File: src/rtl/pipelined_adder_nbit.sv
`timescale 1ns/1ps
// Streaming adder/subtractor resolving SLICE bits per register stage; latency STAGES cycles, 1 result/cycle.
// Full valid/ready backpressure: a stage accepts when empty or when its downstream moves; outputs hold while stalled.
module pipelined_adder_nbit #(
    parameter int WIDTH = 16,
    parameter int SLICE = 4
) (
    input  logic             clk,
    input  logic             rst_n,
    input  logic             in_valid,
    output logic             in_ready,
    input  logic [WIDTH-1:0] addend_one,
    input  logic [WIDTH-1:0] addend_two,
    input  logic             carry_in,
    input  logic             sub,
    output logic             out_valid,
    input  logic             out_ready,
    output logic [WIDTH-1:0] sum,
    output logic             carry_out,
    output logic             overflow
);
    localparam int STAGES = WIDTH / SLICE;

    if (SLICE < 1 || (WIDTH % SLICE) != 0) begin : g_bad_cfg
        $error("pipelined_adder_nbit: WIDTH must be a multiple of SLICE");
    end

    logic [STAGES-1:0] vld;
    logic [STAGES:0]   rdy;

    // rdy[k]: stage k may load this cycle; a bubble anywhere downstream frees every stage above it.
    always_comb begin
        rdy[STAGES] = out_ready;
        for (int k = STAGES - 1; k >= 0; k--) begin
            rdy[k] = !vld[k] || rdy[k+1];
        end
    end

    assign in_ready = rdy[0];

    for (genvar k = 0; k < STAGES; k++) begin : g_stage
        localparam int LO  = k * SLICE;
        localparam int REM = WIDTH - LO;

        logic [REM-1:0]        a_cur;
        logic [REM-1:0]        b_cur;
        logic                  c_cur;
        logic                  v_cur;
        logic [SLICE:0]        part;
        logic [LO+SLICE-1:0]   s_nxt;
        logic                  v_q;
        logic                  c_q;
        logic [LO+SLICE-1:0]   s_q;

        if (k == 0) begin : g_first
            assign a_cur = addend_one;
            assign b_cur = sub ? ~addend_two : addend_two;
            assign c_cur = sub ? 1'b1 : carry_in;
            assign v_cur = in_valid;
            assign s_nxt = part[SLICE-1:0];
        end else begin : g_next
            assign a_cur = g_stage[k-1].g_pass.a_q;
            assign b_cur = g_stage[k-1].g_pass.b_q;
            assign c_cur = g_stage[k-1].c_q;
            assign v_cur = g_stage[k-1].v_q;
            assign s_nxt = {part[SLICE-1:0], g_stage[k-1].s_q};
        end

        assign part = {1'b0, a_cur[SLICE-1:0]} + {1'b0, b_cur[SLICE-1:0]}
                    + {{SLICE{1'b0}}, c_cur};

        always_ff @(posedge clk or negedge rst_n) begin
            if (!rst_n) begin
                v_q <= 1'b0;
                c_q <= 1'b0;
                s_q <= '0;
            end else if (rdy[k]) begin
                v_q <= v_cur;
                if (v_cur) begin
                    c_q <= part[SLICE];
                    s_q <= s_nxt;
                end
            end
        end

        assign vld[k] = v_q;

        if (k < STAGES - 1) begin : g_pass
            // Unresolved upper operand bits; their msb doubles as the sign bit for overflow.
            logic [REM-SLICE-1:0] a_q;
            logic [REM-SLICE-1:0] b_q;

            always_ff @(posedge clk or negedge rst_n) begin
                if (!rst_n) begin
                    a_q <= '0;
                    b_q <= '0;
                end else if (rdy[k] && v_cur) begin
                    a_q <= a_cur[REM-1:SLICE];
                    b_q <= b_cur[REM-1:SLICE];
                end
            end
        end else begin : g_last
            logic ov_q;

            always_ff @(posedge clk or negedge rst_n) begin
                if (!rst_n) begin
                    ov_q <= 1'b0;
                end else if (rdy[k] && v_cur) begin
                    ov_q <= (a_cur[REM-1] == b_cur[REM-1]) && (s_nxt[WIDTH-1] != a_cur[REM-1]);
                end
            end

            assign out_valid = v_q;
            assign sum       = s_q;
            assign carry_out = c_q;
            assign overflow  = ov_q;
        end
    end
endmodule

File: config.mk
export PLATFORM = sky130hd
export DESIGN_NAME = pipelined_adder_nbit
export DESIGN_NICKNAME = d
export VERILOG_FILES = /design/src/rtl/pipelined_adder_nbit.sv
export SDC_FILE = /design/constraint.sdc
export NUM_CORES = 1
export LEC_CHECK = 0
export ABC_AREA = 0
export BUFFER_PORTS_ARGS = -buffer_cell sky130_fd_sc_hd__buf_2
export CAP_MARGIN = 20
export CORE_UTILIZATION = 57
export CTS_BUF_LIST = sky130_fd_sc_hd__clkbuf_8 sky130_fd_sc_hd__clkbuf_16
export CTS_CLUSTER_DIAMETER = 100
export DETAILED_ROUTE_END_ITERATION = 12
export PLACE_DENSITY = 0.81
export SLEW_MARGIN = 0
export SYNTH_ARGS = -nofsm -noshare
export SYNTH_HDL_FRONTEND = slang
export SYNTH_SLANG_ARGS = --single-unit
File: constraint.sdc
create_clock -name clk -period 2.29 [get_ports clk]
set_clock_uncertainty 0.2 [all_clocks]
set_input_delay 0 -clock clk [delete_from_list [all_inputs] [get_ports clk]]
set_output_delay 0 -clock clk [all_outputs]
set_load 0.02 [all_outputs]
==> flow_metrics.env <==
export IMPL_ant_nets=0
export IMPL_post_drt_wl_per_cell_um=14.0
export IMPL_timing_final_crit_share_pct=87.5
export IMPL_htreeDepth=3
export IMPL_slew_limit_headroom_pct=59.4
export IMPL_antenna_found_initial=0
export IMPL_synth_top_area_share_pct=57.0
export IMPL_syn_to_final_growth_pct=22.2
export IMPL_wirelength_um=7120
export IMPL_route_vias_total=2568
export IMPL_max_stage_delay_ns=0.53
export IMPL_cellPowerDensity_nw_per_um2=1080
export IMPL_grt_pass1_vias=2691
export IMPL_clockBufferDepth=2
export IMPL_slowest_stage="dlygate4sd3_1"
export IMPL_drt_iter0_drc=77
export IMPL_violations="negative hold slack"
export IMPL_pin_count=58
export IMPL_ys_seq_area_share_pct=57.0
export IMPL_crit_required_ns=2.32
export IMPL_yosys_register_bits=97
export IMPL_ys_types=26
export IMPL_hpwl_um=4800
export IMPL_cts_tree="yes"
export IMPL_peakVddDrop_mv=0.479
export IMPL_path_class="primary input to flop"
export IMPL_track_usage_pct=21.1
export IMPL_synthArstFlopShare_pct=100
export IMPL_hold_violations=3
export IMPL_dpl_cell_count=462
export IMPL_cp_data_arrival_time_ns=2.03
export IMPL_grt_max_degree=51
export IMPL_rows=31
export IMPL_maxSlewViolCount=0
export IMPL_cp_max_fo=2
export IMPL_numCtsBuffers=9
export IMPL_hold_ws_ns=-0.00466
export IMPL_post_cts_buffers=0
export IMPL_clkTransAtPathRegs_ns=0.09
export IMPL_core_area_sq_um=7250
export IMPL_fin_cells=509
export IMPL_synth_top_flop_cell="dfrtp_1"
export IMPL_dr_pass1_iters=4
export IMPL_synthTopCellsByArea="dfrtp_1, mux2_2, fa_1"
export IMPL_viasPerCell=5.05
export IMPL_drive_gt1_share_pct=33.4
export IMPL_drc=0
export IMPL_die_w_um=88.4
export IMPL_start_util_pct=58.7
export IMPL_rsz0062_at_grt="no"
export IMPL_grt_pass1_wl_um=12200
export IMPL_critPathTopFamily="adder cells"
export IMPL_nets=465
export IMPL_synth_edff_count=0
export IMPL_yosysTopAreaCell="dfrtp_1"
export IMPL_synthCells=313
export IMPL_setup_viol=0
export IMPL_yosys_warnings=0
export IMPL_cts_root_buf="clkbuf_8"
export IMPL_end_kind="flop"
export IMPL_tightest_slew_ns=0.610
export IMPL_grt_overflow=0
export IMPL_hold_path_class="primary input to async pin"
export IMPL_synthTopCellsByCount="dfrtp_1, mux2_2, nand2_1"
export IMPL_die_area_sq_um=7820
export IMPL_synth_net_count=371
export IMPL_syn_area_sq_um=4260
export IMPL_min_period_ns=2.00
export IMPL_clock_fmax_mhz=499
export IMPL_clk_latency_ns=0.34
export IMPL_p_leak_nw=2.42
export IMPL_clock_sinks=97
export IMPL_post_synth_cell_area_avg_sq_um=13.6
export IMPL_numPortBuffers=57
export IMPL_status="complete, but fails checks"
export IMPL_yosysMostFrequentCell="dfrtp_1"
export IMPL_antenna_cells=0
export IMPL_crit_top_cell="fa_1"
export IMPL_tns_ns=0
export IMPL_gp_congestion=0.780
export IMPL_path_buf_inv=2
export IMPL_crit_chain="dlygate4sd3_1 > buf_2 > fa_1 > fa_1 > a21o_1 > a211oi_1 > a21oi_1"
export IMPL_fp_dieH_um=88.4
export IMPL_drv_cap=0
export IMPL_start_kind="primary input"
## final cells by class
type                       instances  area [sq um]
timing repair buffer              96           688
inverter                           9          33.8
clock inverter                     3          65.1
sequential                        97          2430
fill                             486          2050
multi-input combinational        194          1710
clock buffer                      11           151
tap                               99           124
## report_power, final
part / total (W) / switching (W) / internal [W]
Sequential: 0.00263 / 0.000326 / 0.00230
Clock: 0.00119 / 0.000533 / 0.000662
Combinational: 0.00179 / 0.000872 / 0.000921
## stage by stage
stage	total power [W]	hold slack, ns	worst slack [ns]	util (%)	instance area (sq um)
floorplan	0.00389	-0.496	0.0376	-	4260
global placement	0.00431	-0.153	0.270	64.1	4650
detailed placement	0.00444	-0.145	0.208	64.1	4650
CTS	0.00567	0.00610	0.289	71.7	5200
global route	0.00600	0.0391	0.191	71.7	5200
finish	0.00562	-0.00466	0.286	71.7	5200
## registers in the layout (all words and copies together), names as in the netlist
register,flops
out_valid,1
sum,16
overflow,1
g_stage.v_q,3
g_stage.g_pass.a_q,24
g_stage.g_pass.b_q,24
g_stage.c_q,3
g_stage.s_q,24
carry_out,1
## layer usage
| metal | share of wire (%) | vias up | routed length [um] | track usage, % |
|---|---|---|---|---|
| met5 | 0 | - | 0 | 0 |
| met4 | 0.74 | 0 | 53 | 7.04 |
| met3 | 3.2 | 2 | 229 | 5.13 |
| met2 | 51 | 44 | 3610 | 36.5 |
| met1 | 45 | 1273 | 3220 | 26.0 |
| li1 | - | 1249 | - | - |
## path summary, 6_finish.rpt
kind / startpoint / end / slack, ns / depth (start not counted)
worst max register to register: g_stage[2].c_q / carry_out / 0.29 / 5
min in group clk: addend_two[3] / g_stage[0].c_q / 0.02 / 5
worst min-delay path: rst_n / g_stage[0].g_pass.a_q[8] / -0.005 / 2
worst max-delay path: addend_one[0] / g_stage[0].c_q / 0.29 / 7
max in group asynchronous: rst_n / g_stage[2].s_q[11] / 1.22 / 3
worst min register to register: g_stage[0].g_pass.b_q[5] / g_stage[0].g_pass.b_q[5] / 0.28 / 2
## placed cells by master (no fill, tap or decap), types with 4 or more instances in the layout
master / n
dlygate4sd3_1: 33
clkbuf_8: 11
fa_1: 8
dfrtp_1: 97
nand2b_1: 4
a21oi_1: 8
ha_1: 12
mux2_2: 56
a21o_1: 7
inv_1: 9
xnor2_1: 14
nand2_1: 29
mux2_1: 10
xor2_1: 10
buf_2: 56
buf_4: 5
o21ai_0: 23
## timing repair
action,4_1_cts,5_1_grt
hold buffers,33,0
resized for setup,0,0
endpoints found under the hold margin,130,0
## kinds of logic (layout without fill, tap and decap cells)
logic type	Yosys count	count (layout)	share of synthesized area, %
multiplexers	66	66	17.5
XOR/XNOR	24	24	4.94
buffers and inverters	22	119	2.79
AND/OR/NAND/NOR	40	40	4.32
AO/OA/AOI/OAI	44	44	6.15
flip-flops	97	97	57.0
adder cells (fa/ha/maj)	20	20	7.29
Note: power is estimated with default switching activity, not from simulation.
